--- src/rtl/obi_copy_pkg.sv ---
// Shared types for the OBI block-copy manager.
// State encoding and word/byte-enable constants.
package obi_copy_pkg;

  typedef enum logic [2:0] {
    IDLE,
    RD_REQ,
    RD_WAIT,
    WR_REQ,
    WR_WAIT,
    FINISH
  } copy_state_e;

  localparam int unsigned WordBytes = 4;
  localparam logic [3:0]  FullBe    = 4'hF;

endpackage

--- src/rtl/obi_bus.sv ---
// OBI request/response channel bundle.
// Manager drives the A-channel, subordinate answers on the R-channel.
interface OBI_BUS #(
  parameter int unsigned AddrWidth = 32,
  parameter int unsigned DataWidth = 32
);

  logic                   req;
  logic                   gnt;
  logic [AddrWidth-1:0]   addr;
  logic                   we;
  logic [DataWidth/8-1:0] be;
  logic [DataWidth-1:0]   wdata;
  logic                   rvalid;
  logic [DataWidth-1:0]   rdata;
  logic                   err;

  modport Manager (
    output req, addr, we, be, wdata,
    input  gnt, rvalid, rdata, err
  );

  modport Subordinate (
    input  req, addr, we, be, wdata,
    output gnt, rvalid, rdata, err
  );

endinterface

--- src/rtl/obi_block_copy.sv ---
// OBI manager copying a block of words src -> dst.
// One outstanding transaction: read word, write word, repeat.
module obi_block_copy
  import obi_copy_pkg::*;
#(
  parameter int unsigned AddrWidth = 32,
  parameter int unsigned DataWidth = 32,
  parameter int unsigned CntWidth  = 16
) (
  input  logic                 clk_i,
  input  logic                 rst_i,
  input  logic                 start_i,
  input  logic [AddrWidth-1:0] src_addr_i,
  input  logic [AddrWidth-1:0] dst_addr_i,
  input  logic [CntWidth-1:0]  num_words_i,
  output logic                 busy_o,
  output logic                 done_o,
  output logic                 err_o,
  OBI_BUS.Manager              mgr
);

  if (DataWidth != 32) begin : g_dw_chk
    $error("obi_block_copy: DataWidth must be 32");
  end

  localparam logic [AddrWidth-1:0] Step =
    AddrWidth'(WordBytes);
  localparam logic [AddrWidth-1:0] LowMask =
    ~AddrWidth'(WordBytes - 1);

  copy_state_e          state_q, state_d;
  logic [AddrWidth-1:0] src_q, dst_q;
  logic [CntWidth-1:0]  cnt_q;
  logic [DataWidth-1:0] data_q;

  // State, operand, data and status registers.
  always_ff @(posedge clk_i or posedge rst_i) begin
    if (rst_i) begin
      state_q <= IDLE;
      src_q   <= '0;
      dst_q   <= '0;
      cnt_q   <= '0;
      data_q  <= '0;
      busy_o  <= 1'b0;
      done_o  <= 1'b0;
      err_o   <= 1'b0;
    end else begin
      state_q <= state_d;
      busy_o  <= (state_q != IDLE);
      done_o  <= (state_q == FINISH);
      unique case (state_q)
        IDLE: begin
          if (start_i) begin
            src_q <= src_addr_i & LowMask;
            dst_q <= dst_addr_i & LowMask;
            cnt_q <= num_words_i;
            err_o <= 1'b0;
          end
        end
        RD_WAIT: begin
          if (mgr.rvalid) begin
            if (mgr.err) err_o  <= 1'b1;
            else         data_q <= mgr.rdata;
          end
        end
        WR_WAIT: begin
          if (mgr.rvalid) begin
            if (mgr.err) begin
              err_o <= 1'b1;
            end else begin
              src_q <= src_q + Step;
              dst_q <= dst_q + Step;
              cnt_q <= cnt_q - CntWidth'(1);
            end
          end
        end
        default: ;
      endcase
    end
  end

  // Next state and OBI request signals; idle bus is all-zero.
  always_comb begin
    state_d   = state_q;
    mgr.req   = 1'b0;
    mgr.we    = 1'b0;
    mgr.be    = '0;
    mgr.addr  = '0;
    mgr.wdata = '0;
    unique case (state_q)
      IDLE: begin
        if (start_i) begin
          state_d = (num_words_i == '0) ? FINISH
                                        : RD_REQ;
        end
      end
      RD_REQ: begin
        mgr.req  = 1'b1;
        mgr.be   = FullBe;
        mgr.addr = src_q;
        if (mgr.gnt) state_d = RD_WAIT;
      end
      RD_WAIT: begin
        if (mgr.rvalid) begin
          state_d = mgr.err ? IDLE : WR_REQ;
        end
      end
      WR_REQ: begin
        mgr.req   = 1'b1;
        mgr.we    = 1'b1;
        mgr.be    = FullBe;
        mgr.addr  = dst_q;
        mgr.wdata = data_q;
        if (mgr.gnt) state_d = WR_WAIT;
      end
      WR_WAIT: begin
        if (mgr.rvalid) begin
          if (mgr.err)                     state_d = IDLE;
          else if (cnt_q == CntWidth'(1)) state_d = FINISH;
          else                             state_d = RD_REQ;
        end
      end
      FINISH:  state_d = IDLE;
      default: state_d = IDLE;
    endcase
  end

endmodule

--- src/flat_wrapper.sv ---
// flat-port wrapper written by rule: the top's interface ports become plain ports
module obi_block_copy_flat import obi_copy_pkg::*;
#(
  parameter int unsigned AddrWidth = 32,
  parameter int unsigned DataWidth = 32,
  parameter int unsigned CntWidth  = 16
)
  (clk_i, rst_i, start_i, src_addr_i, dst_addr_i, num_words_i, busy_o, done_o, err_o, mgr_req, mgr_addr, mgr_we, mgr_be, mgr_wdata, mgr_gnt, mgr_rvalid, mgr_rdata, mgr_err);
  OBI_BUS #(.AddrWidth(AddrWidth), .DataWidth(DataWidth)) mgr_i ();
  input  logic clk_i;
  input  logic rst_i;
  input  logic start_i;
  input  logic [AddrWidth-1:0] src_addr_i;
  input  logic [AddrWidth-1:0] dst_addr_i;
  input  logic [CntWidth-1:0] num_words_i;
  output logic busy_o;
  output logic done_o;
  output logic err_o;
  output wire logic [$bits(mgr_i.req)-1:0] mgr_req;
  output wire logic [$bits(mgr_i.addr)-1:0] mgr_addr;
  output wire logic [$bits(mgr_i.we)-1:0] mgr_we;
  output wire logic [$bits(mgr_i.be)-1:0] mgr_be;
  output wire logic [$bits(mgr_i.wdata)-1:0] mgr_wdata;
  input wire logic [$bits(mgr_i.gnt)-1:0] mgr_gnt;
  input wire logic [$bits(mgr_i.rvalid)-1:0] mgr_rvalid;
  input wire logic [$bits(mgr_i.rdata)-1:0] mgr_rdata;
  input wire logic [$bits(mgr_i.err)-1:0] mgr_err;
  assign mgr_req = mgr_i.req;
  assign mgr_addr = mgr_i.addr;
  assign mgr_we = mgr_i.we;
  assign mgr_be = mgr_i.be;
  assign mgr_wdata = mgr_i.wdata;
  assign mgr_i.gnt = mgr_gnt;
  assign mgr_i.rvalid = mgr_rvalid;
  assign mgr_i.rdata = mgr_rdata;
  assign mgr_i.err = mgr_err;
  obi_block_copy #(.AddrWidth(AddrWidth), .DataWidth(DataWidth), .CntWidth(CntWidth)) u_core (.clk_i(clk_i), .rst_i(rst_i), .start_i(start_i), .src_addr_i(src_addr_i), .dst_addr_i(dst_addr_i), .num_words_i(num_words_i), .busy_o(busy_o), .done_o(done_o), .err_o(err_o), .mgr(mgr_i));
endmodule
--- config.mk ---
export PLATFORM = sky130hd
export DESIGN_NAME = obi_block_copy_flat
export DESIGN_NICKNAME = d
export VERILOG_FILES = /design/src/rtl/obi_copy_pkg.sv /design/src/rtl/obi_bus.sv /design/src/rtl/obi_block_copy.sv /design/src/flat_wrapper.sv
export SDC_FILE = /design/constraint.sdc
export NUM_CORES = 1
export LEC_CHECK = 0
export ABC_AREA = 1
export ABC_CLOCK_PERIOD_IN_PS = 9840
export BUFFER_PORTS_ARGS = -buffer_cell sky130_fd_sc_hd__buf_2
export CORE_MARGIN = 2
export CORE_UTILIZATION = 35
export CTS_CLUSTER_DIAMETER = 40
export DETAILED_ROUTE_END_ITERATION = 8
export REMOVE_ABC_BUFFERS = 1
export SLEW_MARGIN = 20
export SYNTH_ARGS = -nofsm -noshare
export SYNTH_HDL_FRONTEND = slang
export SYNTH_SLANG_ARGS = --single-unit
--- constraint.sdc ---
create_clock -name clk_i -period 9.84 [get_ports clk_i]
set_clock_uncertainty 0.05 [all_clocks]
set_input_delay 1.476 -clock clk_i [delete_from_list [all_inputs] [get_ports clk_i]]
set_output_delay 1.476 -clock clk_i [all_outputs]
set_load 0.01 [all_outputs]
==> impl_metrics.tcl, run 1 <==
set metrics [dict create \
    vias 8323 \
    met2_length_um 11500 \
    grt_pass1_wl_um 39500 \
    post_cts_resize_count 0 \
    min_period_over_period 0.392 \
    holdWs_ns 0.439 \
    ys_seq_elements 114 \
    clk_latency_ns 0.42 \
    layout_setup_ws_ns 5.98 \
    max_slew_margin 0.408 \
    tns_ns 0 \
    cts_tree "built" \
    critPathMaxStageDelay_ns 0.55 \
    cts_made_buffers 17 \
    final_layout_size_suffix_gt1_frac 0.171 \
    worstSetupPathType "reg2out" \
    grt.total_usage 0.209 \
    synth_seq_area_share 0.369 \
    syn_avg_cell_area_um2 6.20 \
    initial_core_util 0.356 \
    cts_root_buf "clkbuf_16" \
    syn_inst 1248 \
    slew_viol_final 0 \
    multi_input_area_um2 4080 \
    nFillCells 2372 \
    overflow 0 \
    routed_wl_um 24400 \
    port_buffers 184 \
    seqCellArea_um2 2850 \
    dr_wl_met3_um 1660 \
    fin_area_um2 9380 \
    leakage_nw 4.79 \
    final-hold-violation-count 0 \
    cp_data_required_time_ns 8.31 \
    firstDrtPassIters 5 \
    top_layer "met5" \
    dpl.cell_count 1665 \
    crit_arrival_ns 2.33 \
    grt_max_degree 112 \
    critPathMaxFanout 59 \
    area_growth_pct 21.2 \
    core_area_um2 21800 \
    stdcell_count 1702 \
    hold_class "reg2reg" \
    post-route-min-period_ns 3.86 \
    drt-initial-drc-count 589 \
    cpMaxStageDelayCell "buf_4" \
    cap_violations 0 \
    avgViaCountPerCell 4.89 \
    vdd_ir_drop_max_mv 0.128 \
    crit_path_frequent_cell "inv_1" \
    fp.dieW_um 153 \
    syn_area_um2 7740 \
    rsz0062_at_grt "false" \
    power_density_nw_per_um2 296 \
    synth_cell_types 32 \
    post-place-ws_ns 6.39 \
    finalSetupViolations 0 \
    max_clock_freq_ghz 0.259 \
    cts_setup_buffers 0 \
    tightest_slew_ns 0.888 \
    drc 0 \
    fp-row-count 54 \
    yosys_warnings 0 \
    routedWlPerCell_um 14.3 \
    power_mw 2.77 \
    io-pin-count 191 \
    endpoint_kind "primary output" \
    die_h_um 153 \
    htree_levels 4 \
    nets 1526 \
    fp.dieArea_um2 23300 \
    worstSetupStartpointType "flip-flop" \
    hold_buffers 0 \
    cts_sinks 114 \
    final_util 0.431 \
    ant_nets 0 \
    grt_pass1_vias 7748 \
    status "finished clean" \
    antenna_found_initial 6 \
    path_cells "inv_1 > nor2_1 > nand2_2 > buf_4 > inv_1 > nand2_1 > o21ai_0 > buf_2" \
    routabilityCongestion 0.899 \
    dp_hpwl_um 17300 \
    wl_met1_um 10700 \
    place_area_um2 8790 \
    path_clk_slew_ns 0.06 \
    clock_path_buffers 2 \
    rrSetupSlack_ns 7.25 \
]
## worst max-delay path: cells and delay by family (launching register included)
| family | cells | cell delay [ns] |
|---|---|---|
| flip-flops | 1 | 0.37 |
| AO/OA/AOI/OAI | 1 | 0.09 |
| buffers and inverters | 4 | 1.06 |
| AND/OR/NAND/NOR | 3 | 0.37 |
## synth_stat cells
library cell | n | area share
buf_2 | 32 | 0.021
nand2_1 | 354 | 0.17
xor2_1 | 4 | 0.0045
nor2_2 | 5 | 0.0040
nand3_1 | 86 | 0.056
inv_1 | 140 | 0.068
clkbuf_1 | 11 | 0.0053
nor3b_1 | 1 | 0.00097
a21oi_1 | 66 | 0.043
ha_1 | 4 | 0.0065
o21ai_0 | 68 | 0.044
and3_1 | 1 | 0.00081
a32o_1 | 3 | 0.0039
nand2_2 | 3 | 0.0024
a31oi_1 | 2 | 0.0016
dfrtp_1 | 114 | 0.37
inv_2 | 4 | 0.0019
nand3b_1 | 2 | 0.0019
buf_6 | 2 | 0.0029
conb_1 | 1 | 0.00048
o22ai_1 | 29 | 0.023
nand4_1 | 10 | 0.0081
nor3_1 | 4 | 0.0026
or2_2 | 7 | 0.0057
nor2_1 | 269 | 0.13
o21ai_1 | 9 | 0.0058
buf_4 | 8 | 0.0078
buf_1 | 1 | 0.00048
a22oi_1 | 2 | 0.0019
o31ai_1 | 1 | 0.00097
or2_1 | 4 | 0.0032
o211ai_1 | 1 | 0.00097
## path summary, 6_finish.rpt
kind	from	to	depth (start not counted)
max	u_core.state_q[0]	mgr_addr[4]	8
min	u_core.err_o	u_core.err_o	1
max reg2reg	u_core.state_q[1]	u_core.dst_q[8]	7
min reg2reg	u_core.err_o	u_core.err_o	1
max in group asynchronous	rst_i	u_core.dst_q[16]	3
min in group asynchronous	rst_i	u_core.data_q[13]	2
## state kept, by name, summed over array words and instances, names as in the netlist
name and flops:
u_core.state_q 3, u_core.err_o 1, u_core.data_q 32, u_core.dst_q 30, u_core.src_q 30, u_core.busy_o 1, u_core.done_o 1, u_core.cnt_q 16
## power by group
group / leakage, nW / switching [mW] / internal, mW
logic: 3.18 / 0.858 / 0.417
clock network: 0.280 / 0.227 / 0.384
registers: 1.32 / 0.189 / 0.698
## layout make-up
class / count / area share
multi-input cells: 937 / 0.435
clock inverters: 10 / 0.0116
repair buffers: 190 / 0.103
diodes: 5 / 0.00133
clock buffers: 22 / 0.0495
inverters: 144 / 0.0579
well taps: 280 / 0.0373
flip-flops and latches: 114 / 0.304
## per-layer routing
metal / vias up / global-route usage
met2: 264 / 0.349
met4: 2 / 0.0719
met5: - / 0
met3: 30 / 0.0481
li1: 4241 / -
met1: 3786 / 0.268
## cells in the final DEF (no fill, tap or decap), types with 2 or more instances in the layout
cell type / n
o21ai_0: 68
nand2_1: 352
nand3_1: 86
bufinv_16: 2
buf_4: 5
clkbuf_16: 17
clkbuf_1: 3
or2_1: 4
clkinv_2: 5
nor3_1: 4
inv_1: 139
ha_1: 4
buf_2: 184
diode_2: 5
nand2_2: 4
nand3b_1: 2
nand4_1: 10
clkinvlp_4: 2
clkbuf_8: 2
or2_2: 7
o21ai_1: 9
a22oi_1: 2
a21oi_1: 66
conb_1: 2
a31oi_1: 2
a32o_1: 3
o22ai_1: 29
dfrtp_1: 114
xor2_1: 4
nor2_2: 5
inv_2: 4
nor2_1: 268
## kinds of logic (layout without fill, tap and decap cells)
family                     after synthesis  after routing  synth area share
adders and majority gates                4              4           0.00647
DFF                                    114            114             0.369
xor gates and xnor gates                 4              4           0.00453
AOI/OAI and AO/OA                      181            181             0.125
and+or+nand+nor                        746            746             0.388
other                                    1              7          0.000485
buffers and inverters                  198            366             0.107
No activity file was read; power rests on OpenSTA's default activity.
==> inputs of run 2 (changes only) <==
--- a/config.mk
+++ b/config.mk
@@ -6,7 +6,7 @@
 export NUM_CORES = 1
 export LEC_CHECK = 0
 export ABC_AREA = 1
-export ABC_CLOCK_PERIOD_IN_PS = 9840
+export ABC_CLOCK_PERIOD_IN_PS = 3450
 export BUFFER_PORTS_ARGS = -buffer_cell sky130_fd_sc_hd__buf_2
 export CORE_MARGIN = 2
 export CORE_UTILIZATION = 35
==> constraint.sdc (replaced) <==
create_clock -name clk_i -period 3.45 [get_ports clk_i]
set_clock_uncertainty 0.05 [all_clocks]
set_input_delay 0.5175 -clock clk_i [delete_from_list [all_inputs] [get_ports clk_i]]
set_output_delay 0.5175 -clock clk_i [all_outputs]
set_load 0.01 [all_outputs]
==> impl_metrics.tcl, run 2 (same netlist as run 1, synthesis figures left out) <==
set metrics [dict create \
    power_frac_comb 0.462 \
    sw_frac_of_total 0.462 \
    cts_setup_buffers 0 \
    status "finished clean" \
    routabilityCongestion 0.911 \
    layout_commonest_cell "nand2_1" \
    reg_top3 "u_core.data_q: 32 flops, u_core.dst_q: 30 flops, u_core.src_q: 30 flops" \
    vias 8304 \
    switching_power_mw 3.68 \
    leakage_nw 4.81 \
    final-hold-violation-count 0 \
    slew_viol_final 0 \
    min_period_over_period 0.803 \
    endpoint_kind "primary output" \
    dpl.cell_count 1672 \
    grt_pass1_vias 7925 \
    seqCellArea_um2 2850 \
    fp.dieW_um 153 \
    r2r_start "u_core.state_q[1]" \
    cts_made_buffers 17 \
    nFillCells 2388 \
    cts_root_buf "clkbuf_16" \
    grt_pass1_wl_um 40200 \
    crit_start "u_core.state_q[2]" \
    overflow 0 \
    drt-initial-drc-count 517 \
    firstDrtPassIters 4 \
    area_growth_pct 22.2 \
    cts_sinks 114 \
    max_clock_freq_ghz 0.361 \
    seqPwrFrac 0.318 \
    initial_core_util 0.356 \
    vdd_ir_drop_max_mv 0.355 \
    fin_area_um2 9450 \
    r2r_end "u_core.src_q[7]" \
    dp_hpwl_um 17800 \
    post-route-min-period_ns 2.77 \
    largest_reg_flops 32 \
    worstSetupPathType "reg2out" \
    fp-row-count 54 \
    final_util 0.435 \
    fp.dieArea_um2 23300 \
    tightest_slew_ns 0.802 \
    power.clock.fraction 0.220 \
    avgViaCountPerCell 4.86 \
    grt_max_degree 137 \
    cp_data_required_time_ns 2.88 \
    rsz0062_at_grt "false" \
    power_density_nw_per_um2 843 \
    place_area_um2 8860 \
    post-place-ws_ns 1.17 \
    final_layout_size_suffix_gt1_frac 0.177 \
    ant_nets 0 \
    nets 1533 \
    finalSetupViolations 0 \
    routed_wl_um 24600 \
    power.internal_mw 4.29 \
    top_register "u_core.data_q" \
    antenna_found_initial 3 \
    cap_violations 0 \
    hold_buffers 0 \
    htree_levels 4 \
    hold_class "in2async" \
    port_buffers 184 \
    worstSetupStartpointType "flip-flop" \
    core_area_um2 21800 \
    routedWlPerCell_um 14.4 \
    stdcell_count 1707 \
    layout_setup_ws_ns 0.680 \
    io-pin-count 191 \
    cts_tree "built" \
    rrSetupSlack_ns 1.17 \
    critPathMaxFanout 23 \
    die_h_um 153 \
    r2r_cells 8 \
    drc 0 \
    clock_path_buffers 2 \
    clk_latency_ns 0.42 \
    path_clk_slew_ns 0.06 \
    mostFrequentLayoutCells "nand2_1 (352), nor2_1 (268), buf_2 (184)" \
    max_slew_margin 0.465 \
    grt.total_usage 0.213 \
    crit_arrival_ns 2.20 \
    tns_ns 0 \
    post_cts_resize_count 0 \
    multi_input_area_um2 4080 \
]
run 2: layer usage:
layer / wire (um) / track usage / up-vias
met5: 13 / 0 / -
met4: 768 / 0.0825 / 2
met3: 1400 / 0.0469 / 41
met2: 11200 / 0.349 / 242
met1: 11200 / 0.274 / 3757
li1: - / - / 4262
run 2: area by class of cell:
| type | instances | area share |
|---|---|---|
| diodes | 3 | 0.000794 |
| clock buffers | 18 | 0.0465 |
| clock inverters | 14 | 0.0147 |
| inverters | 144 | 0.0574 |
| multi-input cells | 937 | 0.431 |
| flip-flops and latches | 114 | 0.302 |
| well taps | 280 | 0.0371 |
| repair buffers | 197 | 0.110 |
run 2: worst max-delay path: stages, from the launching register on:
cell	delay (ns)
dfrtp_1	0.44
nor2_1	0.19
nand2_2	0.35
buf_4	0.36
o22ai_1	0.25
buf_2	0.18
run 2: how the worst max path moves through the flow:
| stage | to |
|---|---|
| floorplan | u_core.cnt_q[5] |
| global placement | mgr_addr[23] |
| detailed placement | mgr_addr[23] |
| CTS | mgr_addr[23] |
| global route | mgr_addr[23] |
| finish | mgr_addr[29] |
run 2: power groups by stage:
stage                     Sequential, mW  Clock (mW)  Combinational [mW]
after floorplan                     2.39           0                2.51
after global placement              2.53           0                3.62
after detailed placement            2.54           0                3.67
after CTS                           2.53        1.78                3.68
after global routing                2.64        1.85                4.21
final                               2.53        1.75                3.69
run 2: stage by stage:
step / hold slack (ns) / power, mW
after global routing: 0.0988 / 8.69
final: 0.0744 / 7.97
after floorplan: 0.421 / 4.90
after detailed placement: 0.435 / 6.21
after global placement: 0.434 / 6.15
after CTS: 0.0924 / 8.00
==> inputs of run 3 (changes only) <==
--- a/config.mk
+++ b/config.mk
@@ -6,7 +6,7 @@
 export NUM_CORES = 1
 export LEC_CHECK = 0
 export ABC_AREA = 1
-export ABC_CLOCK_PERIOD_IN_PS = 3450
+export ABC_CLOCK_PERIOD_IN_PS = 2400
 export BUFFER_PORTS_ARGS = -buffer_cell sky130_fd_sc_hd__buf_2
 export CORE_MARGIN = 2
 export CORE_UTILIZATION = 35
==> constraint.sdc (replaced) <==
create_clock -name clk_i -period 2.4 [get_ports clk_i]
set_clock_uncertainty 0.05 [all_clocks]
set_input_delay 0.36 -clock clk_i [delete_from_list [all_inputs] [get_ports clk_i]]
set_output_delay 0.36 -clock clk_i [all_outputs]
set_load 0.01 [all_outputs]
==> impl_metrics.tcl, run 3 (same netlist as run 1, synthesis figures left out) <==
set metrics [dict create \
    fp.dieW_um 153 \
    drt-initial-drc-count 535 \
    worstSetupStartpointType "flip-flop" \
    initial_core_util 0.356 \
    post-route-min-period_ns 2.32 \
    seqCellArea_um2 2850 \
    grt_pass1_vias 7797 \
    cpMaxStageDelayCell "dfrtp_1" \
    core_area_um2 21800 \
    routedWlPerCell_um 14.4 \
    min_period_over_period 0.967 \
    path_cells "inv_2 > nand2_1 > nor2_1 > inv_4 > o22ai_1 > buf_2" \
    critPathMaxFanout 26 \
    layout_commonest_cell "nand2_1" \
    power_density_nw_per_um2 1210 \
    fp.dieArea_um2 23300 \
    port_buffers 184 \
    final_util 0.440 \
    top_register "u_core.data_q" \
    cts_tree "built" \
    largest_reg_flops 32 \
    overflow 0 \
    cap_violations 0 \
    avgViaCountPerCell 4.88 \
    grt_pass1_wl_um 39900 \
    vias 8367 \
    dp_hpwl_um 18000 \
    vdd_ir_drop_max_mv 0.410 \
    antenna_found_initial 5 \
    endpoint_kind "primary output" \
    rsz0062_at_grt "true" \
    cts_made_buffers 17 \
    critPathMaxStageDelay_ns 0.44 \
    fp-row-count 54 \
    nets 1540 \
    final-hold-violation-count 0 \
    cts_root_buf "clkbuf_16" \
    routabilityCongestion 0.923 \
    max_clock_freq_ghz 0.431 \
    clk_latency_ns 0.43 \
    grt-busiest-layer "met2" \
    finalSetupViolations 0 \
    routed_wl_um 24700 \
    cp_data_required_time_ns 1.99 \
    drc 0 \
    area_growth_pct 23.7 \
    slew_viol_final 0 \
    grt_util_met2 0.337 \
    grt_max_degree 81 \
    crit_arrival_ns 1.91 \
    power_mw 11.6 \
    reg_top3 "u_core.data_q: 32 flops, u_core.dst_q: 30 flops, u_core.src_q: 30 flops" \
    nFillCells 2378 \
    cts_setup_buffers 0 \
    firstDrtPassIters 5 \
    max_slew_margin 0.664 \
    leakage_nw 4.86 \
    clock_path_buffers 2 \
    path_clk_slew_ns 0.06 \
    tightest_slew_ns 0.502 \
    final_layout_size_suffix_gt1_frac 0.182 \
    hold_class "in2reg" \
    mostFrequentLayoutCells "nand2_1 (352), nor2_1 (268), buf_2 (184)" \
    use_met3 0.0549 \
    ant_nets 0 \
    status "finished clean" \
    die_h_um 153 \
    use_met1 0.277 \
    worstSetupPathType "reg2out" \
    io-pin-count 191 \
    cts_sinks 114 \
    multi_input_area_um2 4090 \
    htree_levels 4 \
    grt.total_usage 0.212 \
]
==> run 3: cell count changes in the layout (fill, tap and decap cells not counted), moves of 2 or more <==
cell     delta
o22ai_2     +2
o22ai_1     -2
o21ai_1     +2
o21ai_0     -2
buf_12      +4
==> run 3: critical path, delay by kind of cell (launching register included) <==
| family | cells | cell delay, ns |
|---|---|---|
| AOI/OAI and AO/OA | 1 | 0.27 |
| buffers and inverters | 3 | 0.48 |
| DFF | 1 | 0.44 |
| and+or+nand+nor | 2 | 0.29 |
==> run 3: timing repair <==
action                                  4_1_cts  5_1_grt
resized for setup                             0        7
hold buffers                                  1        0
endpoints found under the setup margin        0       29
hold endpoints to repair                     28        0
==> run 3: per-layer routing <==
metal	wire [um]	vias to the layer above
met4	797	2
met3	1800	45
met5	13	-
met1	10900	3776
li1	-	4260
met2	11200	284
==> run 3: path summary, 6_finish.rpt <==
kind                              startpoint                end  slack [ns]  depth (start not counted)
setup / recovery           u_core.state_q[1]       mgr_addr[18]        0.08                          6
max in group asynchronous              rst_i   u_core.dst_q[14]        1.19                          4
min in group asynchronous              rst_i  u_core.data_q[23]        0.44                          3
hold reg to reg                 u_core.err_o       u_core.err_o        0.44                          1
hold / removal                 mgr_rdata[18]  u_core.data_q[18]        0.13                          3
setup reg to reg             u_core.src_q[3]   u_core.src_q[22]        0.43                         10
==> run 3: metrics by stage <==
step / setup TNS [ns] / hold WS, ns / setup WS [ns] / std cells / cell area, um2
6_report: 0 / 0.130 / 0.0798 / 1715 / 9580
5_1_grt: -0.128 / 0.132 / -0.0282 / 1712 / 9570
4_1_cts: 0 / 0.120 / 0.0520 / 1711 / 9550
3_5_place_dp: 0 / 0.351 / 0.427 / 1678 / 8960
3_3_place_gp: 0 / 0.351 / 0.440 / 1678 / 8960
2_1_floorplan: -464.79 / 0.421 / -4.24 / 1195 / 7450
==> run 3: power by group <==
part           switching (mW)  internal (mW)  total, mW
Combinational            3.58           1.85       5.43
Clock                   0.992           1.54       2.54
Sequential              0.784           2.86       3.64
Total                    5.36           6.26       11.6
==> run 3: area by class of cell <==
cell class | count | area share
clock buffers | 18 | 0.0459
multi-input cells | 937 | 0.427
clock inverters | 14 | 0.0145
inverters | 144 | 0.0570
repair buffers | 204 | 0.120
flip-flops and latches | 114 | 0.298
diodes | 4 | 0.00105
well taps | 280 | 0.0366
